$ cat src/rtl/motor_cmd_ramp.sv
// Slew-limited duty/direction generator for one H-bridge channel.
// Sign reversals ramp to zero, hold a dead time, then flip the direction bit.
module motor_cmd_ramp #(
  parameter int nbits       = 8,
  parameter int step        = 1,
  parameter int ramp_div    = 48000,
  parameter int dead_cycles = 4800
) (
  input  logic             clk,
  input  logic             rst,
  input  logic             en,
  input  logic [nbits:0]   cmd,
  input  logic             cmd_valid,
  output logic [nbits-1:0] duty,
  output logic             dir,
  output logic             at_target
);

  // state   | meaning
  // ST_RUN  | duty slews toward target (or toward 0 if direction must change)
  // ST_DEAD | duty held at 0 for dead_cycles clocks before dir flips

  localparam int pw = (ramp_div > 1) ? $clog2(ramp_div) : 1;
  localparam int dw = (dead_cycles > 1) ? $clog2(dead_cycles) : 1;
  localparam logic [pw-1:0]    presc_last = pw'(ramp_div - 1);
  localparam logic [pw-1:0]    presc_one  = pw'(1);
  localparam logic [dw-1:0]    dead_load  = dw'(dead_cycles - 1);
  localparam logic [dw-1:0]    dead_one   = dw'(1);
  localparam logic [nbits:0]   step_w     = (nbits+1)'(step);
  localparam logic [nbits:0]   one_w      = (nbits+1)'(1);
  localparam logic [nbits:0]   mag_max    = {1'b0, {nbits{1'b1}}};

  typedef enum logic {ST_RUN, ST_DEAD} state_t;

  state_t           state, state_next;
  logic [pw-1:0]    presc;
  logic [dw-1:0]    dead_cnt, dead_next;
  logic [nbits-1:0] duty_next;
  logic             dir_next;
  logic             at_next;
  logic [nbits-1:0] target_mag;
  logic             target_dir;
  logic             tick;
  logic [nbits:0]   cmd_abs;
  logic [nbits-1:0] cmd_mag;
  logic [nbits:0]   duty_w, tgt_w;
  logic [nbits-1:0] step_n;

  // Only -2**nbits has a magnitude that does not fit in nbits.
  always_comb begin
    cmd_abs = cmd[nbits] ? (~cmd + one_w) : cmd;
    cmd_mag = cmd_abs[nbits] ? mag_max[nbits-1:0] : cmd_abs[nbits-1:0];
  end

  assign tick   = en && (presc == presc_last);
  assign duty_w = {1'b0, duty};
  assign tgt_w  = {1'b0, target_mag};
  assign step_n = step_w[nbits-1:0];

  always_ff @(posedge clk) begin
    if (rst || !en)  presc <= '0;
    else if (tick)   presc <= '0;
    else             presc <= presc + presc_one;
  end

  always_comb begin
    state_next = state;
    duty_next  = duty;
    dir_next   = dir;
    dead_next  = dead_cnt;
    case (state)
      ST_RUN: begin
        if (tick) begin
          if (target_mag != '0 && target_dir != dir) begin
            if (duty == '0) begin
              state_next = ST_DEAD;
              dead_next  = dead_load;
            end else if (duty_w > step_w) begin
              duty_next = duty - step_n;
            end else begin
              duty_next = '0;
            end
          end else if (duty_w < tgt_w) begin
            duty_next = (tgt_w - duty_w > step_w) ? duty + step_n : target_mag;
          end else if (duty_w > tgt_w) begin
            duty_next = (duty_w - tgt_w > step_w) ? duty - step_n : target_mag;
          end
        end
      end
      ST_DEAD: begin
        duty_next = '0;
        if (dead_cnt == '0) begin
          state_next = ST_RUN;
          if (target_mag != '0) dir_next = target_dir;
        end else begin
          dead_next = dead_cnt - dead_one;
        end
      end
      default: state_next = ST_RUN;
    endcase
    if (!en) begin
      state_next = ST_RUN;
      duty_next  = '0;
      dead_next  = '0;
      dir_next   = dir;
    end
    // Compared against the target held before this edge, so a fresh command
    // shows up on at_target one edge after it is latched.
    at_next = (state_next == ST_RUN) && (duty_next == target_mag) &&
              ((dir_next == target_dir) || (target_mag == '0));
  end

  always_ff @(posedge clk) begin
    if (rst) begin
      state      <= ST_RUN;
      duty       <= '0;
      dir        <= 1'b0;
      at_target  <= 1'b1;
      dead_cnt   <= '0;
      target_mag <= '0;
      target_dir <= 1'b0;
    end else begin
      state     <= state_next;
      duty      <= duty_next;
      dir       <= dir_next;
      at_target <= at_next;
      dead_cnt  <= dead_next;
      if (!en) begin
        target_mag <= '0;
      end else if (cmd_valid) begin
        target_mag <= cmd_mag;
        target_dir <= cmd[nbits];
      end
    end
  end

endmodule

$ cat config.mk
export PLATFORM = sky130hd
export DESIGN_NAME = motor_cmd_ramp
export DESIGN_NICKNAME = d
export VERILOG_FILES = /design/src/rtl/motor_cmd_ramp.sv
export SDC_FILE = /design/constraint.sdc
export NUM_CORES = 1
export LEC_CHECK = 0
export ABC_AREA = 0
export CAP_MARGIN = 5
export CORE_ASPECT_RATIO = 1.4
export CORE_MARGIN = 2
export CORE_UTILIZATION = 50
export CTS_CLUSTER_SIZE = 28
export DETAILED_ROUTE_END_ITERATION = 8
export GPL_ROUTABILITY_DRIVEN = 0
export PLACE_DENSITY = 0.74
export RECOVER_POWER = 25
export SETUP_SLACK_MARGIN = 0.05
export SLEW_MARGIN = 10
export SYNTH_ARGS = -nofsm -noshare
export SYNTH_HDL_FRONTEND = slang
export SYNTH_SLANG_ARGS = --single-unit
$ cat constraint.sdc
create_clock -name clk -period 8.2 [get_ports clk]
set_input_delay 2.46 -clock clk [delete_from_list [all_inputs] [get_ports clk]]
set_output_delay 2.46 -clock clk [all_outputs]
set_load 0.02 [all_outputs]
==> impl_metrics.json, run 1 <==
{
  "outcome": "finished clean",
  "grt_max_degree": 21,
  "placement_rows": 40,
  "vdd_drop_max_uv": 161,
  "synth_most_common_cell": "sky130_fd_sc_hd__nor2_1",
  "setup.worst_path.end_class": "flip-flop",
  "cellLeakagePower_nw": 1.78,
  "unrepaired_setup_endpoints_after_global_routing": "false",
  "cap_viol_max_count": 0,
  "synth_top_cells_by_count": "54 x sky130_fd_sc_hd__nor2_1, 49 x sky130_fd_sc_hd__dfxtp_1, 48 x sky130_fd_sc_hd__nand2_1, 42 x sky130_fd_sc_hd__a21oi_1, 33 x sky130_fd_sc_hd__o21ai_0",
  "grt_usage": 0.267,
  "yosysUniqueCellTypes": 81,
  "largest_family_of_logic_cells_by_synthesized_area": "simple AND/OR/NAND/NOR gates",
  "route.antenna.remaining_nets": 0,
  "yosys_register_bits": 49,
  "ioPinCount": 23,
  "finalMaxSlewViolations": 0,
  "detail_route.first_pass.iterations": 5,
  "root_buffer": "sky130_fd_sc_hd__clkbuf_16",
  "hpwl_um": 9480,
  "drt-initial-drc-count": 521,
  "worst-slew-pin-transition_ps": 937,
  "cts_num_sinks": 49,
  "setup_viol": 0,
  "critPathRequiredTime_ps": 8380,
  "setup_total_negative_slack_ps": 0,
  "post_cts_hold_buffer_count": 0,
  "synth_xor_xnor_area_share": 0.0748,
  "syn_nets": 621,
  "cpPeakStageDelay_ps": 730,
  "start_util": 0.517,
  "avgSynthCellArea_um2": 7.62,
  "power-per-cell-area_nw_per_um2": 132,
  "finalWorstPathRequiredPeriod_ps": 5620,
  "synth_sequential_area_ratio": 0.221,
  "numPlacedInstances": 682,
  "core_area_um2": 8610,
  "timing.critical_path.from_type": "primary input",
  "ranking_of_synthesized_cells_by_area": "sky130_fd_sc_hd__dfxtp_1 22%, sky130_fd_sc_hd__ha_1 6.2%, sky130_fd_sc_hd__a21oi_1 4.7%",
  "post-cts-setup-buffers": 0,
  "synthesis.instances": 584,
  "die_area_um2": 9680,
  "finalHoldViolations": 0,
  "global_route.overflow_total": 0,
  "synthesis.yosys.warnings": 0,
  "cts_max_path_buffers": 2,
  "cts_made_buffers": 5,
  "post_synth_edffs": 0,
  "worstSkewPairLatency_ps": 290,
  "synth_top_area_frac": 0.221,
  "clock-skew-final_ps": 5.49,
  "worst_hold_path_type": "flip-flop to flip-flop",
  "crit_arrival_ps": 5800,
  "dieWidth_um": 83.7,
  "final.period_utilization": 0.686,
  "post_synth_and_or_nand_nor_area_fraction": 0.297,
  "max_clock_freq_mhz": 178,
  "flow.area_growth_from_synthesis_pct": 8.10,
  "yosys.area_share.adder": 0.0709,
  "grt_pass1_wl_um": 21400,
  "postSynth.asyncResetShare": 0,
  "wire_per_inst_um": 18.6,
  "grt_pass1_vias": 4552,
  "timing.critical_path.slowest_stage_cell": "sky130_fd_sc_hd__clkbuf_1",
  "finalNonFillerCells": 690,
  "power_mw": 0.634,
  "routed_wirelength_um": 12900,
  "detail_route.drc_violations": 0,
  "post_route_cells_drive_above_1_share": 0.0650,
  "cts.repair.resized": 0,
  "drt-vias-per-instance": 6.60,
  "numPortBuffers": 22,
  "detailed_route_via_count": 4555,
  "insertedDiodeCount": 0,
  "synth-main-ff-cell": "sky130_fd_sc_hd__dfxtp_1",
  "clk_pin_slew_ps": 60,
  "crit_path_max_fanout": 20,
  "synth_area_um2": 4450,
  "synth.mux.area_fraction": 0.0304,
  "synthDominantAreaCellType": "sky130_fd_sc_hd__dfxtp_1",
  "slew-limit-headroom": 0.376,
  "die_h_um": 116,
  "crit_type": "primary input to flip-flop",
  "fill_cells": 805,
  "synth_compound_gate_area_share": 0.241,
  "antenna_found_initial": 0,
  "timing.critical_path.cells": "dlygate4sd3_1 > nand4bb_1 > nor4_2 > clkbuf_1 > o21ai_0 > or3_2 > nor4b_1 > nor3_1 > o21ai_1 > a21oi_2 > a41o_1",
  "cts_htree_levels": 2,
  "final_net_count": 621,
  "tritoncts": "done"
}
[cells by family (layout without fill, tap and decap cells)]
| logic type | count (synthesis) | after routing |
|---|---|---|
| xor+xnor | 38 | 38 |
| buf+inv | 58 | 59 |
| compound gates | 157 | 157 |
| mux | 13 | 13 |
| simple gates | 245 | 245 |
| flops | 49 | 49 |
| fa+ha+maj | 24 | 24 |
[registers in the layout, indices dropped and copies added, names as in the netlist]
signal	count
presc	16
dead_cnt	13
duty	8
target_mag	8
at_target	1
dir	1
state	1
target_dir	1
[area by class of cell]
type                       instances  area [um^2]  share of cell area
multi-input combinational        477         3190               0.663
sequential                        49          981               0.204
timing repair buffer              25          239              0.0497
clock buffer                       7          143              0.0297
tap                              105          131              0.0273
inverter                          26         97.6              0.0203
clock inverter                     1         30.0             0.00625
[metrics by stage]
step	cell area [um^2]	hold slack, ps	util	setup slack, ps
global placement	4640	429	0.539	2850
floorplan	4450	411	-	3510
global route	4810	480	0.559	2280
finish	4810	445	0.559	2580
CTS	4810	450	0.559	3070
detailed placement	4640	438	0.539	2790
[path summary, 6_finish.rpt]
check | from | endpoint | slack [ps] | cells after the start
setup / recovery | en | at_target$_SDFF_PP1_ | 2580 | 11
hold / removal | dead_cnt[0]$_SDFFE_PP0P_ | dead_cnt[0]$_SDFFE_PP0P_ | 450 | 1
setup reg to reg | duty[0]$_SDFF_PP0_ | at_target$_SDFF_PP1_ | 3820 | 13
hold reg to reg | dead_cnt[0]$_SDFFE_PP0P_ | dead_cnt[0]$_SDFFE_PP0P_ | 450 | 1
[placed cells by master, fill, tap and decap left out, types with 7 or more instances in the layout]
cell                              instances
sky130_fd_sc_hd__nor2_1                  54
sky130_fd_sc_hd__dfxtp_1                 49
sky130_fd_sc_hd__nand2_1                 48
sky130_fd_sc_hd__a21oi_1                 42
sky130_fd_sc_hd__o21ai_0                 33
sky130_fd_sc_hd__inv_1                   26
sky130_fd_sc_hd__nand3_1                 23
sky130_fd_sc_hd__ha_1                    22
sky130_fd_sc_hd__xor2_1                  21
sky130_fd_sc_hd__nor3_1                  19
sky130_fd_sc_hd__xnor2_1                 17
sky130_fd_sc_hd__clkdlybuf4s50_1         17
sky130_fd_sc_hd__nand3b_1                12
sky130_fd_sc_hd__mux2i_1                 12
sky130_fd_sc_hd__nor2b_1                  9
sky130_fd_sc_hd__nand2b_1                 9
sky130_fd_sc_hd__nand4_1                  9
sky130_fd_sc_hd__nor4_1                   8
sky130_fd_sc_hd__and3_1                   7
sky130_fd_sc_hd__or3_1                    7
[critical path, delay by kind of cell]
family	cells	cell delay [ps]
buffers and inverters	2	1450
AND/OR/NAND/NOR	5	1240
AO/OA/AOI/OAI	4	660
[metal layers]
layer  wire length [um]  track usage
met2               6420        0.475
met4                701        0.172
met1               4880        0.301
met3                865       0.0342
met5                  0            0
[report_power, final]
part	internal, mW	switching, mW	total [mW]
sequential	0.241	0.00735	0.249
clock	0.152	0.0838	0.236
combinational	0.0584	0.0914	0.150
total	0.452	0.183	0.634
Note: power is estimated with default switching activity, not from simulation.
==> run 2, diff against run 1 <==
==> constraint.sdc (replaced) <==
create_clock -name clk -period 5.4 [get_ports clk]
set_input_delay 1.62 -clock clk [delete_from_list [all_inputs] [get_ports clk]]
set_output_delay 1.62 -clock clk [all_outputs]
set_load 0.02 [all_outputs]
==> impl_metrics.json, run 2 (synthesis results as in run 1) <==
{
  "vdd_drop_max_uv": 196,
  "hpwl_um": 9690,
  "cts_num_sinks": 49,
  "largestRegisters": "presc (16), dead_cnt (13)",
  "numPortBuffers": 22,
  "drt-vias-per-instance": 6.57,
  "post_cts_hold_buffer_count": 0,
  "finalHoldViolations": 0,
  "placement_rows": 40,
  "r2r-start": "duty[6]$_SDFF_PP0_",
  "dieWidth_um": 83.7,
  "max_clock_freq_mhz": 224,
  "detailed_route_via_count": 4572,
  "ff2ff_setup_slack_ps": 1110,
  "root_buffer": "sky130_fd_sc_hd__clkbuf_16",
  "cap_viol_max_count": 0,
  "clock-skew-final_ps": 5.51,
  "slew-limit-headroom": 0.390,
  "worstReg2RegEnd": "duty[6]$_SDFF_PP0_",
  "most_common_cell_after_layout_fill_and_taps_aside": "sky130_fd_sc_hd__nor2_1",
  "global_route.overflow_total": 0,
  "postLayoutCoreUtil": 0.563,
  "detail_route.drc_violations": 0,
  "core_area_um2": 8610,
  "numPlacedInstances": 688,
  "insertedDiodeCount": 0,
  "post-cts-setup-buffers": 0,
  "start_util": 0.517,
  "crit_arrival_ps": 4680,
  "pre_cts_slack_ps": 832,
  "cellLeakagePower_nw": 1.83,
  "flip_flop_count_of_the_largest_register_all_copies_and_words_added": 16,
  "die_h_um": 116,
  "setup_total_negative_slack_ps": 0,
  "detail_route.first_pass.iterations": 6,
  "cts_made_buffers": 5,
  "grt_usage": 0.271,
  "finalMaxSlewViolations": 0,
  "ioPinCount": 23,
  "flow.area_growth_from_synthesis_pct": 8.95,
  "timing.critical_path.cells": "dlygate4sd3_1 > nor4bb_1 > nand3b_1 > or4_4 > a21oi_2 > mux2i_1 > or4_1 > nor3_1 > o21ai_1 > a21oi_2 > a41o_1",
  "route.antenna.remaining_nets": 0,
  "largest_register": "presc",
  "crit_type": "primary input to flip-flop",
  "finalWorstPathRequiredPeriod_ps": 4460,
  "cts.repair.resized": 0,
  "cpPeakStageDelay_ps": 730,
  "grt_pass1_vias": 4515,
  "cts_max_path_buffers": 2,
  "unrepaired_setup_endpoints_after_global_routing": "false",
  "routed_wirelength_um": 13000,
  "grt_max_degree": 21,
  "clk_pin_slew_ps": 60,
  "outcome": "finished clean",
  "setup.worst_path.end_class": "flip-flop",
  "most-common-layout-cells": "54 x sky130_fd_sc_hd__nor2_1, 49 x sky130_fd_sc_hd__dfxtp_1, 48 x sky130_fd_sc_hd__nand2_1",
  "cts_htree_levels": 2,
  "grt_pass1_wl_um": 21500,
  "critPathRequiredTime_ps": 5630,
  "crit_path_max_fanout": 10,
  "critical_path.most_common_cell": "sky130_fd_sc_hd__a21oi_2",
  "finalNonFillerCells": 696,
  "power-per-cell-area_nw_per_um2": 193,
  "setup_viol": 0,
  "final.period_utilization": 0.825,
  "final_net_count": 627,
  "tritoncts": "done",
  "critical_path.startpoint": "en",
  "worstSkewPairLatency_ps": 290,
  "worst_hold_path_type": "flip-flop to flip-flop",
  "worst-slew-pin-transition_ps": 910,
  "wire_per_inst_um": 18.7,
  "setup_slack_ps": 943,
  "drt-initial-drc-count": 415,
  "fill_cells": 804,
  "worstRegToRegCells": 11,
  "post_route_cells_drive_above_1_share": 0.0778,
  "fin_hold_ws_ps": 451,
  "die_area_um2": 9680,
  "timing.critical_path.from_type": "primary input",
  "cp_endpoint": "at_target$_SDFF_PP1_",
  "timing.critical_path.slowest_stage_cell": "sky130_fd_sc_hd__dlygate4sd3_1",
  "antenna_found_initial": 0
}
-- run 2: cell types whose count changed in the layout (fill, tap and decap cells not counted) --
cell	delta
sky130_fd_sc_hd__clkdlybuf4s50_1	-4
sky130_fd_sc_hd__buf_4	+7
sky130_fd_sc_hd__dlygate4sd3_1	+4
sky130_fd_sc_hd__inv_6	+1
sky130_fd_sc_hd__bufinv_16	-1
sky130_fd_sc_hd__clkbuf_1	-2
sky130_fd_sc_hd__clkbuf_8	+1
-- run 2: area by class of cell --
| class | count | area [um^2] | area share |
|---|---|---|---|
| flip-flops and latches | 49 | 981 | 0.202 |
| clock buffers | 7 | 153 | 0.0315 |
| repair buffers | 31 | 288 | 0.0594 |
| inverters | 26 | 97.6 | 0.0201 |
| clock inverters | 1 | 8.76 | 0.00181 |
| multi-input cells | 477 | 3190 | 0.658 |
| well taps | 105 | 131 | 0.0271 |
-- run 2: worst min path at each step --
stage / end / depth (start not counted) / start
after CTS: presc[0]$_SDFF_PP0_ / 1 / presc[0]$_SDFF_PP0_
after floorplan: dead_cnt[0]$_SDFFE_PP0P_ / 1 / dead_cnt[0]$_SDFFE_PP0P_
after global placement: dead_cnt[0]$_SDFFE_PP0P_ / 1 / dead_cnt[0]$_SDFFE_PP0P_
after global routing: presc[0]$_SDFF_PP0_ / 1 / presc[0]$_SDFF_PP0_
after detailed placement: presc[0]$_SDFF_PP0_ / 1 / presc[0]$_SDFF_PP0_
final: dead_cnt[0]$_SDFFE_PP0P_ / 1 / dead_cnt[0]$_SDFFE_PP0P_
-- run 2: report_power, final --
| part | leakage, nW | internal, mW | total [mW] | switching (mW) |
|---|---|---|---|---|
| Clock | 0.0805 | 0.198 | 0.328 | 0.129 |
| Sequential | 0.396 | 0.366 | 0.377 | 0.0110 |
| Combinational | 1.35 | 0.0887 | 0.228 | 0.140 |
| Total | 1.83 | 0.653 | 0.933 | 0.280 |
-- run 2: metrics by stage --
step	total power, mW	area (um^2)
2_1_floorplan	0.551	4450
3_3_place_gp	0.602	4680
3_5_place_dp	0.606	4680
4_1_cts	0.934	4850
5_1_grt	0.974	4850
6_report	0.933	4850
-- run 2: critical path: cells and delay by family --
family | cells | cell delay [ps]
mux | 1 | 100
compound gates | 4 | 560
simple gates | 5 | 1680
buf+inv | 1 | 730
-- run 2: routing by layer --
metal / wire (um) / vias up / GRT usage
met5: 0 / - / 0
met4: 784 / 0 / 0.178
met3: 893 / 78 / 0.0278
met2: 6470 / 241 / 0.485
met1: 4890 / 2098 / 0.305
li1: - / 2155 / -
